--- config.mk ---
export PLATFORM = sky130hd
export DESIGN_NAME = mem_stage_flat
export DESIGN_NICKNAME = d
export VERILOG_FILES = /design/src/rtl/mem_stage_pkg.sv /design/src/rtl/mem_stage_if.sv /design/src/rtl/mem_load_align.sv /design/src/rtl/mem_stage.sv /design/src/flat_wrapper.sv
export SDC_FILE = /design/constraint.sdc
export NUM_CORES = 1
export LEC_CHECK = 0
export CAP_MARGIN = 20
export CORE_AREA = 2 2 251 129
export CTS_BUF_LIST = sky130_fd_sc_hd__clkbuf_8
export DETAILED_ROUTE_END_ITERATION = 16
export DIE_AREA = 0 0 253 131
export SYNTH_ARGS = -nofsm -noshare
export SYNTH_HDL_FRONTEND = slang
export SYNTH_SLANG_ARGS = --single-unit
--- constraint.sdc ---
create_clock -name CLK -period 3 [get_ports CLK]
set_clock_uncertainty 0.05 [all_clocks]
set_input_delay 0.9 -clock CLK [delete_from_list [all_inputs] [get_ports CLK]]
set_output_delay 0.9 -clock CLK [all_outputs]
set_load 0.01 [all_outputs]
--- src/rtl/mem_stage_pkg.sv ---
// Shared types and constants for the memory stage.
// State encoding, access size masks and default trap codes.
package mem_stage_pkg;

    typedef enum logic [1:0] {
        S_IDLE,
        S_REQ,
        S_RESP,
        S_DRAIN
    } state_e;

    localparam logic [3:0] STRB_B = 4'b0001;
    localparam logic [3:0] STRB_H = 4'b0011;
    localparam logic [3:0] STRB_W = 4'b1111;

    localparam logic [3:0] EXC_LOAD_MISALIGN_DEF  = 4'd4;
    localparam logic [3:0] EXC_STORE_MISALIGN_DEF = 4'd6;

    typedef struct packed {
        logic        is_load;
        logic        sgn;
        logic [4:0]  rd;
        logic [31:0] pc;
        logic [31:0] addr;
        logic [3:0]  size;
        logic [31:0] wdata;
    } op_t;

    typedef struct packed {
        logic        valid;
        logic [31:0] pc;
        logic        reg_w_en;
        logic [4:0]  reg_w_rd;
        logic [31:0] reg_w_data;
        logic        exc_en;
        logic [3:0]  exc_code;
        logic [31:0] exc_pc;
    } wb_t;

    function automatic logic misaligned(
        input logic [3:0] size,
        input logic [1:0] off
    );
        return (size == STRB_H && off[0]) ||
               (size == STRB_W && off != 2'b00);
    endfunction

endpackage

--- src/rtl/mem_stage_if.sv ---
// Data bus between the memory stage and the memory system.
// Every request, including a write, gets exactly one response.
interface mem_stage_if;
    logic        MEM_REQ_VALID;
    logic        MEM_REQ_WE;
    logic [31:0] MEM_REQ_ADDR;
    logic [3:0]  MEM_REQ_STRB;
    logic [31:0] MEM_REQ_WDATA;
    logic        MEM_REQ_READY;
    logic        MEM_RESP_VALID;
    logic [31:0] MEM_RESP_RDATA;

    modport master (
        output MEM_REQ_VALID, MEM_REQ_WE, MEM_REQ_ADDR,
        output MEM_REQ_STRB, MEM_REQ_WDATA,
        input  MEM_REQ_READY, MEM_RESP_VALID, MEM_RESP_RDATA
    );

    modport slave (
        input  MEM_REQ_VALID, MEM_REQ_WE, MEM_REQ_ADDR,
        input  MEM_REQ_STRB, MEM_REQ_WDATA,
        output MEM_REQ_READY, MEM_RESP_VALID, MEM_RESP_RDATA
    );
endinterface

--- src/rtl/mem_load_align.sv ---
// Load data extraction: lane shift, size mask and extension.
// Purely combinational; the size mask is the unshifted one.
module mem_load_align
    import mem_stage_pkg::*;
(
    input  logic [31:0] rdata_i,
    input  logic [1:0]  off_i,
    input  logic [3:0]  size_i,
    input  logic        sgn_i,
    output logic [31:0] data_o
);

    logic [31:0] sh;

    assign sh = rdata_i >> {off_i, 3'b000};

    always_comb begin
        data_o = sh;
        unique case (1'b1)
            size_i == STRB_B:
                data_o = {{24{sgn_i & sh[7]}}, sh[7:0]};
            size_i == STRB_H:
                data_o = {{16{sgn_i & sh[15]}}, sh[15:0]};
            default:
                data_o = sh;
        endcase
    end

endmodule

--- src/rtl/mem_stage.sv ---
// Memory stage: issues loads/stores on the data bus and
// produces the registered writeback / trap result.
module mem_stage
    import mem_stage_pkg::*;
#(
    parameter logic [3:0] EXC_LOAD_MISALIGN  = EXC_LOAD_MISALIGN_DEF,
    parameter logic [3:0] EXC_STORE_MISALIGN = EXC_STORE_MISALIGN_DEF
) (
    input  logic        CLK,
    input  logic        RST,
    input  logic        FLUSH,
    output logic        MMU_WAIT,
    input  logic        CUSHION_VALID,
    input  logic [31:0] CUSHION_PC,
    input  logic        CUSHION_REG_W_EN,
    input  logic [4:0]  CUSHION_REG_W_RD,
    input  logic [31:0] CUSHION_REG_W_DATA,
    input  logic        CUSHION_MEM_R_EN,
    input  logic [4:0]  CUSHION_MEM_R_RD,
    input  logic [31:0] CUSHION_MEM_R_ADDR,
    input  logic [3:0]  CUSHION_MEM_R_STRB,
    input  logic        CUSHION_MEM_R_SIGNED,
    input  logic        CUSHION_MEM_W_EN,
    input  logic [31:0] CUSHION_MEM_W_ADDR,
    input  logic [3:0]  CUSHION_MEM_W_STRB,
    input  logic [31:0] CUSHION_MEM_W_DATA,
    input  logic        CUSHION_EXC_EN,
    input  logic [3:0]  CUSHION_EXC_CODE,
    mem_stage_if.master bus,
    output logic        WB_VALID,
    output logic [31:0] WB_PC,
    output logic        WB_REG_W_EN,
    output logic [4:0]  WB_REG_W_RD,
    output logic [31:0] WB_REG_W_DATA,
    output logic        WB_EXC_EN,
    output logic [3:0]  WB_EXC_CODE,
    output logic [31:0] WB_EXC_PC
);

    state_e      state_q, state_d;
    op_t         op_q, op_d;
    wb_t         wb_q, wb_d;
    logic        wait_c;
    logic        mem_en;
    logic [31:0] c_addr;
    logic [3:0]  c_size;
    logic [31:0] ld_data;
    logic        req;

    // A load wins over a store when both are flagged.
    assign mem_en = CUSHION_MEM_R_EN | CUSHION_MEM_W_EN;
    assign c_addr = CUSHION_MEM_R_EN ? CUSHION_MEM_R_ADDR
                                     : CUSHION_MEM_W_ADDR;
    assign c_size = CUSHION_MEM_R_EN ? CUSHION_MEM_R_STRB
                                     : CUSHION_MEM_W_STRB;

    mem_load_align u_align (
        .rdata_i (bus.MEM_RESP_RDATA),
        .off_i   (op_q.addr[1:0]),
        .size_i  (op_q.size),
        .sgn_i   (op_q.sgn),
        .data_o  (ld_data)
    );

    always_ff @(posedge CLK) begin
        if (RST) begin
            state_q <= S_IDLE;
            op_q    <= '0;
            wb_q    <= '0;
        end else begin
            state_q <= state_d;
            op_q    <= op_d;
            wb_q    <= wb_d;
        end
    end

    always_comb begin
        state_d = state_q;
        op_d    = op_q;
        wb_d    = '0;
        wait_c  = 1'b0;
        unique case (state_q)
            S_IDLE: begin
                if (CUSHION_VALID && !FLUSH) begin
                    if (CUSHION_EXC_EN || !mem_en) begin
                        wb_d.valid      = 1'b1;
                        wb_d.pc         = CUSHION_PC;
                        wb_d.reg_w_en   = CUSHION_REG_W_EN;
                        wb_d.reg_w_rd   = CUSHION_REG_W_RD;
                        wb_d.reg_w_data = CUSHION_REG_W_DATA;
                        wb_d.exc_en     = CUSHION_EXC_EN;
                        wb_d.exc_code   = CUSHION_EXC_CODE;
                        wb_d.exc_pc     = CUSHION_PC;
                    end else if (misaligned(c_size, c_addr[1:0])) begin
                        wb_d.valid    = 1'b1;
                        wb_d.pc       = CUSHION_PC;
                        wb_d.exc_en   = 1'b1;
                        wb_d.exc_code = CUSHION_MEM_R_EN
                                      ? EXC_LOAD_MISALIGN
                                      : EXC_STORE_MISALIGN;
                        wb_d.exc_pc   = CUSHION_PC;
                    end else begin
                        wait_c       = 1'b1;
                        op_d.is_load = CUSHION_MEM_R_EN;
                        op_d.sgn     = CUSHION_MEM_R_SIGNED;
                        op_d.rd      = CUSHION_MEM_R_RD;
                        op_d.pc      = CUSHION_PC;
                        op_d.addr    = c_addr;
                        op_d.size    = c_size;
                        op_d.wdata   = CUSHION_MEM_W_DATA;
                        state_d      = S_REQ;
                    end
                end
            end
            S_REQ: begin
                wait_c = 1'b1;
                if (FLUSH) begin
                    state_d = S_IDLE;
                end else if (bus.MEM_REQ_READY) begin
                    state_d = S_RESP;
                end
            end
            S_RESP: begin
                if (bus.MEM_RESP_VALID) begin
                    state_d = S_IDLE;
                    if (!FLUSH) begin
                        wb_d.valid      = 1'b1;
                        wb_d.pc         = op_q.pc;
                        wb_d.reg_w_en   = op_q.is_load;
                        wb_d.reg_w_rd   = op_q.is_load ? op_q.rd : 5'd0;
                        wb_d.reg_w_data = op_q.is_load ? ld_data : 32'd0;
                    end
                end else begin
                    wait_c = 1'b1;
                    if (FLUSH) begin
                        state_d = S_DRAIN;
                    end
                end
            end
            S_DRAIN: begin
                if (bus.MEM_RESP_VALID) begin
                    state_d = S_IDLE;
                end else begin
                    wait_c = 1'b1;
                end
            end
            default: state_d = S_IDLE;
        endcase
    end

    assign req = (state_q == S_REQ);
    assign MMU_WAIT = wait_c & ~RST;

    assign bus.MEM_REQ_VALID = req;
    assign bus.MEM_REQ_WE    = req & ~op_q.is_load;
    assign bus.MEM_REQ_ADDR  = req ? {op_q.addr[31:2], 2'b00} : 32'd0;
    assign bus.MEM_REQ_STRB  = req ? op_q.size << op_q.addr[1:0] : 4'd0;
    assign bus.MEM_REQ_WDATA = req ? op_q.wdata << {op_q.addr[1:0], 3'b000}
                                   : 32'd0;

    assign WB_VALID      = wb_q.valid;
    assign WB_PC         = wb_q.pc;
    assign WB_REG_W_EN   = wb_q.reg_w_en;
    assign WB_REG_W_RD   = wb_q.reg_w_rd;
    assign WB_REG_W_DATA = wb_q.reg_w_data;
    assign WB_EXC_EN     = wb_q.exc_en;
    assign WB_EXC_CODE   = wb_q.exc_code;
    assign WB_EXC_PC     = wb_q.exc_pc;

endmodule

--- src/flat_wrapper.sv ---
// flat-port wrapper written by rule: the top's interface ports become plain ports
module mem_stage_flat import mem_stage_pkg::*;
#(
    parameter logic [3:0] EXC_LOAD_MISALIGN  = EXC_LOAD_MISALIGN_DEF,
    parameter logic [3:0] EXC_STORE_MISALIGN = EXC_STORE_MISALIGN_DEF
)
  (CLK, RST, FLUSH, MMU_WAIT, CUSHION_VALID, CUSHION_PC, CUSHION_REG_W_EN, CUSHION_REG_W_RD, CUSHION_REG_W_DATA, CUSHION_MEM_R_EN, CUSHION_MEM_R_RD, CUSHION_MEM_R_ADDR, CUSHION_MEM_R_STRB, CUSHION_MEM_R_SIGNED, CUSHION_MEM_W_EN, CUSHION_MEM_W_ADDR, CUSHION_MEM_W_STRB, CUSHION_MEM_W_DATA, CUSHION_EXC_EN, CUSHION_EXC_CODE, WB_VALID, WB_PC, WB_REG_W_EN, WB_REG_W_RD, WB_REG_W_DATA, WB_EXC_EN, WB_EXC_CODE, WB_EXC_PC, bus_MEM_REQ_VALID, bus_MEM_REQ_WE, bus_MEM_REQ_ADDR, bus_MEM_REQ_STRB, bus_MEM_REQ_WDATA, bus_MEM_REQ_READY, bus_MEM_RESP_VALID, bus_MEM_RESP_RDATA);
  mem_stage_if bus_i ();
  input  logic CLK;
  input  logic RST;
  input  logic FLUSH;
  output logic MMU_WAIT;
  input  logic CUSHION_VALID;
  input  logic [31:0] CUSHION_PC;
  input  logic CUSHION_REG_W_EN;
  input  logic [4:0] CUSHION_REG_W_RD;
  input  logic [31:0] CUSHION_REG_W_DATA;
  input  logic CUSHION_MEM_R_EN;
  input  logic [4:0] CUSHION_MEM_R_RD;
  input  logic [31:0] CUSHION_MEM_R_ADDR;
  input  logic [3:0] CUSHION_MEM_R_STRB;
  input  logic CUSHION_MEM_R_SIGNED;
  input  logic CUSHION_MEM_W_EN;
  input  logic [31:0] CUSHION_MEM_W_ADDR;
  input  logic [3:0] CUSHION_MEM_W_STRB;
  input  logic [31:0] CUSHION_MEM_W_DATA;
  input  logic CUSHION_EXC_EN;
  input  logic [3:0] CUSHION_EXC_CODE;
  output logic WB_VALID;
  output logic [31:0] WB_PC;
  output logic WB_REG_W_EN;
  output logic [4:0] WB_REG_W_RD;
  output logic [31:0] WB_REG_W_DATA;
  output logic WB_EXC_EN;
  output logic [3:0] WB_EXC_CODE;
  output logic [31:0] WB_EXC_PC;
  output wire logic [$bits(bus_i.MEM_REQ_VALID)-1:0] bus_MEM_REQ_VALID;
  output wire logic [$bits(bus_i.MEM_REQ_WE)-1:0] bus_MEM_REQ_WE;
  output wire logic [$bits(bus_i.MEM_REQ_ADDR)-1:0] bus_MEM_REQ_ADDR;
  output wire logic [$bits(bus_i.MEM_REQ_STRB)-1:0] bus_MEM_REQ_STRB;
  output wire logic [$bits(bus_i.MEM_REQ_WDATA)-1:0] bus_MEM_REQ_WDATA;
  input wire logic [$bits(bus_i.MEM_REQ_READY)-1:0] bus_MEM_REQ_READY;
  input wire logic [$bits(bus_i.MEM_RESP_VALID)-1:0] bus_MEM_RESP_VALID;
  input wire logic [$bits(bus_i.MEM_RESP_RDATA)-1:0] bus_MEM_RESP_RDATA;
  assign bus_MEM_REQ_VALID = bus_i.MEM_REQ_VALID;
  assign bus_MEM_REQ_WE = bus_i.MEM_REQ_WE;
  assign bus_MEM_REQ_ADDR = bus_i.MEM_REQ_ADDR;
  assign bus_MEM_REQ_STRB = bus_i.MEM_REQ_STRB;
  assign bus_MEM_REQ_WDATA = bus_i.MEM_REQ_WDATA;
  assign bus_i.MEM_REQ_READY = bus_MEM_REQ_READY;
  assign bus_i.MEM_RESP_VALID = bus_MEM_RESP_VALID;
  assign bus_i.MEM_RESP_RDATA = bus_MEM_RESP_RDATA;
  mem_stage #(.EXC_LOAD_MISALIGN(EXC_LOAD_MISALIGN), .EXC_STORE_MISALIGN(EXC_STORE_MISALIGN)) u_core (.CLK(CLK), .RST(RST), .FLUSH(FLUSH), .MMU_WAIT(MMU_WAIT), .CUSHION_VALID(CUSHION_VALID), .CUSHION_PC(CUSHION_PC), .CUSHION_REG_W_EN(CUSHION_REG_W_EN), .CUSHION_REG_W_RD(CUSHION_REG_W_RD), .CUSHION_REG_W_DATA(CUSHION_REG_W_DATA), .CUSHION_MEM_R_EN(CUSHION_MEM_R_EN), .CUSHION_MEM_R_RD(CUSHION_MEM_R_RD), .CUSHION_MEM_R_ADDR(CUSHION_MEM_R_ADDR), .CUSHION_MEM_R_STRB(CUSHION_MEM_R_STRB), .CUSHION_MEM_R_SIGNED(CUSHION_MEM_R_SIGNED), .CUSHION_MEM_W_EN(CUSHION_MEM_W_EN), .CUSHION_MEM_W_ADDR(CUSHION_MEM_W_ADDR), .CUSHION_MEM_W_STRB(CUSHION_MEM_W_STRB), .CUSHION_MEM_W_DATA(CUSHION_MEM_W_DATA), .CUSHION_EXC_EN(CUSHION_EXC_EN), .CUSHION_EXC_CODE(CUSHION_EXC_CODE), .bus(bus_i), .WB_VALID(WB_VALID), .WB_PC(WB_PC), .WB_REG_W_EN(WB_REG_W_EN), .WB_REG_W_RD(WB_REG_W_RD), .WB_REG_W_DATA(WB_REG_W_DATA), .WB_EXC_EN(WB_EXC_EN), .WB_EXC_CODE(WB_EXC_CODE), .WB_EXC_PC(WB_EXC_PC));
endmodule
==> impl_metrics.tcl <==
set metrics [dict create \
    crit_fanout 2 \
    critPathArrivalTime_ps 2040 \
    outcome "completed" \
    cts_tree "done" \
    gr-total-overflow 0 \
    yosys_warnings 0 \
    powerDensity_mw_per_mm2 434 \
    setup_viol_count_final 0 \
    layout_common_cells "clkdlybuf4s50_1, nand2_1, dfxtp_1" \
    post-route-util_pct 50.7 \
    avgSynthCellArea_sq_um 8.99 \
    gp_congestion 0.838 \
    ant_nets 0 \
    syn_inst 1120 \
    synth_top_family_by_area "simple AND/OR/NAND/NOR gates" \
    h-tree-depth 2 \
    grt_pass1_wl_mm 56.7 \
    max_slew.worst_pin.slew_ps 735 \
    muxShareOfSynthArea_pct 18.4 \
    power.leakage_nw 6.32 \
    period_needed_ps 2990 \
    grt_use_total_pct 22.3 \
    insertion_delay_ps 550 \
    via_count 9834 \
    die_y_microns 131 \
    area_growth_pct 56.6 \
    die_area_sq_mm 0.0331 \
    clock_path_buffers 3 \
    synth-main-ff-cell "dfxtp_1" \
    antenna_found_initial 3 \
    synthArstFlopShare_pct 0 \
    max_freq_ghz 0.334 \
    dp.final_hpwl_mm 27.2 \
    drc_errors 0 \
    p_seq_share_pct 43.8 \
    cp.required_ps 2050 \
    synthXorXnorAreaFrac_pct 0.174 \
    rows 46 \
    start_kind "input pin" \
    start_util_pct 32.4 \
    end_kind "primary output" \
    cts_sinks 217 \
    clk_pin_slew_ps 60 \
    synth_seq_area_share_pct 43.1 \
    p_total_mw 6.84 \
    routedWlPerCell_microns 19.2 \
    core_area_sq_mm 0.0311 \
    drive_gt1_share_pct 14.0 \
    synthSimpleGateAreaFrac_pct 20.5 \
    firstDrtPassIters 7 \
    pwr-share-comb_pct 15.6 \
    hold_viol_final 0 \
    fin_tns_setup_ps 0 \
    drt_wl_total_mm 38.1 \
    layout_commonest_cell "clkdlybuf4s50_1" \
    vias_per_cell 4.97 \
    synth-edff-count 0 \
    net-switching-power_mw 1.82 \
    grt_max_degree 57 \
    chipWidth_microns 253 \
    grt_pass1_vias 9813 \
    drv_slew 0 \
    ios 404 \
    numCtsBuffers 35 \
    syn_area_sq_mm 0.0101 \
    finalNetCount 1765 \
    max_cap_violations 0 \
    dpl_cell_area_sq_mm 0.0149 \
    synth_compound_gate_area_share_pct 12.6 \
    max_slew_margin_pct 51.0 \
    final.period_utilization_pct 99.8 \
    synth_fa_ha_area_share_pct 0 \
    worstSetupPathType "in2out" \
    ir_drop_mv 0.228 \
    cts_root_buffer "clkbuf_8" \
    hp-class "reg2reg" \
    drtIter0Drc 526 \
    final_area_sq_mm 0.0158 \
    io_buffers 401 \
    swShare_pct 26.6 \
    cts.hold.buffers_added 0 \
    ys_types 51 \
    pwr-share-clk_pct 40.5 \
    p_int_mw 5.02 \
    synth-seq-cells 217 \
    rsz0062_at_grt "yes" \
]
==> through the flow <==
stage | hold slack (ps) | std cells | worst slack (ps)
global route | 421 | 1978 | -24.8
finish | 401 | 1978 | 7.38
CTS | 404 | 1973 | -165
detailed placement | 395 | 1896 | -758
floorplan | 380 | 1121 | 24.2
global placement | 389 | 1896 | -763
==> final cells by class <==
| class | count | area [sq um] |
|---|---|---|
| inverter | 4 | 20.0 |
| clock inverter | 21 | 149 |
| timing repair buffer | 487 | 4790 |
| sequential | 217 | 4350 |
| fill | 2914 | 15300 |
| antenna | 3 | 7.51 |
| multi-input combinational | 795 | 5350 |
| clock buffer | 43 | 592 |
| tap | 408 | 510 |
==> critical path, cell delays in order <==
cell and delay [ps]:
clkdlybuf4s50_1 490, inv_1 60, nand2_1 130, a211oi_2 50, o31a_1 270, buf_2 140
==> state kept, by name (all words and copies together), names as in the netlist <==
signal	flops
u_core.WB_EXC_CODE	4
u_core.WB_EXC_EN	1
u_core.WB_EXC_PC	32
u_core.WB_PC	32
u_core.WB_REG_W_DATA	32
u_core.WB_REG_W_EN	1
u_core.WB_REG_W_RD	5
u_core.WB_VALID	1
u_core.op_q	107
u_core.state_q	2
==> kinds of logic (layout without fill, tap and decap cells) <==
logic type / count (synthesis) / after routing
AOI/OAI and AO/OA: 182 / 182
muxes: 178 / 178
and+or+nand+nor: 430 / 431
xor gates and xnor gates: 2 / 2
buffers and inverters: 110 / 555
DFF: 217 / 217
other: 1 / 5
==> metal layers <==
metal  vias up  track usage (%)  routed length [microns]
met3        67             6.64                     3080
met4         0             8.11                     1050
met2       347             35.5                    16800
met1      4649             28.8                    17200
li1       4771                -                        -
met5         -                0                        0
==> power by group through the flow <==
stage	clock [mW]	sequential [mW]	combinational (mW)
after floorplan	0	3.07	0.437
after global placement	0	3.06	1.04
after detailed placement	0	3.07	1.04
after CTS	2.84	3.00	1.07
after global routing	2.97	3.01	1.15
final	2.77	3.00	1.07
==> synth_stat cells (all sizes together), types with 2 or more instances <==
cell / count / area share [%]
xor2: 2 / 0.17
nand3: 7 / 0.35
dfxtp: 217 / 43
a21boi: 2 / 0.15
nor2b: 19 / 1.2
nand2b: 4 / 0.25
a31oi: 2 / 0.12
and3: 3 / 0.19
a22o: 8 / 0.70
nand3b: 2 / 0.15
nor3: 3 / 0.26
a22oi: 46 / 3.4
o21ai: 9 / 0.45
mux2: 44 / 4.9
buf: 46 / 2.8
a21oi: 47 / 2.3
inv: 4 / 0.15
nand2: 222 / 8.3
a32oi: 16 / 1.4
nand4: 32 / 2.0
o22ai: 9 / 0.56
mux2i: 133 / 13
and2: 41 / 2.5
nor2: 59 / 2.2
clkbuf: 60 / 2.2
nor3b: 34 / 2.6
a211oi: 19 / 1.4
a211o: 14 / 1.2
==> what timing repair did <==
item	4_1_cts	5_1_grt
resized for setup	94	31
buffers inserted	11	3
pin swaps	8	9
cloned	2	0
endpoints found under the setup margin	68	4
==> worst paths after layout <==
kind | start | to | slack, ps | depth (start not counted)
worst min-delay path | u_core.op_q[24]$_SDFFE_PP0P_ | u_core.op_q[24]$_SDFFE_PP0P_ | 400 | 2
worst min register to register | u_core.op_q[24]$_SDFFE_PP0P_ | u_core.op_q[24]$_SDFFE_PP0P_ | 400 | 2
worst max-delay path | FLUSH | MMU_WAIT | 7 | 6
worst max register to register | u_core.op_q[37]$_SDFFE_PP0P_ | u_core.WB_REG_W_DATA[18]$_SDFF_PP0_ | 1000 | 6
(Power assumes the default switching activity.)
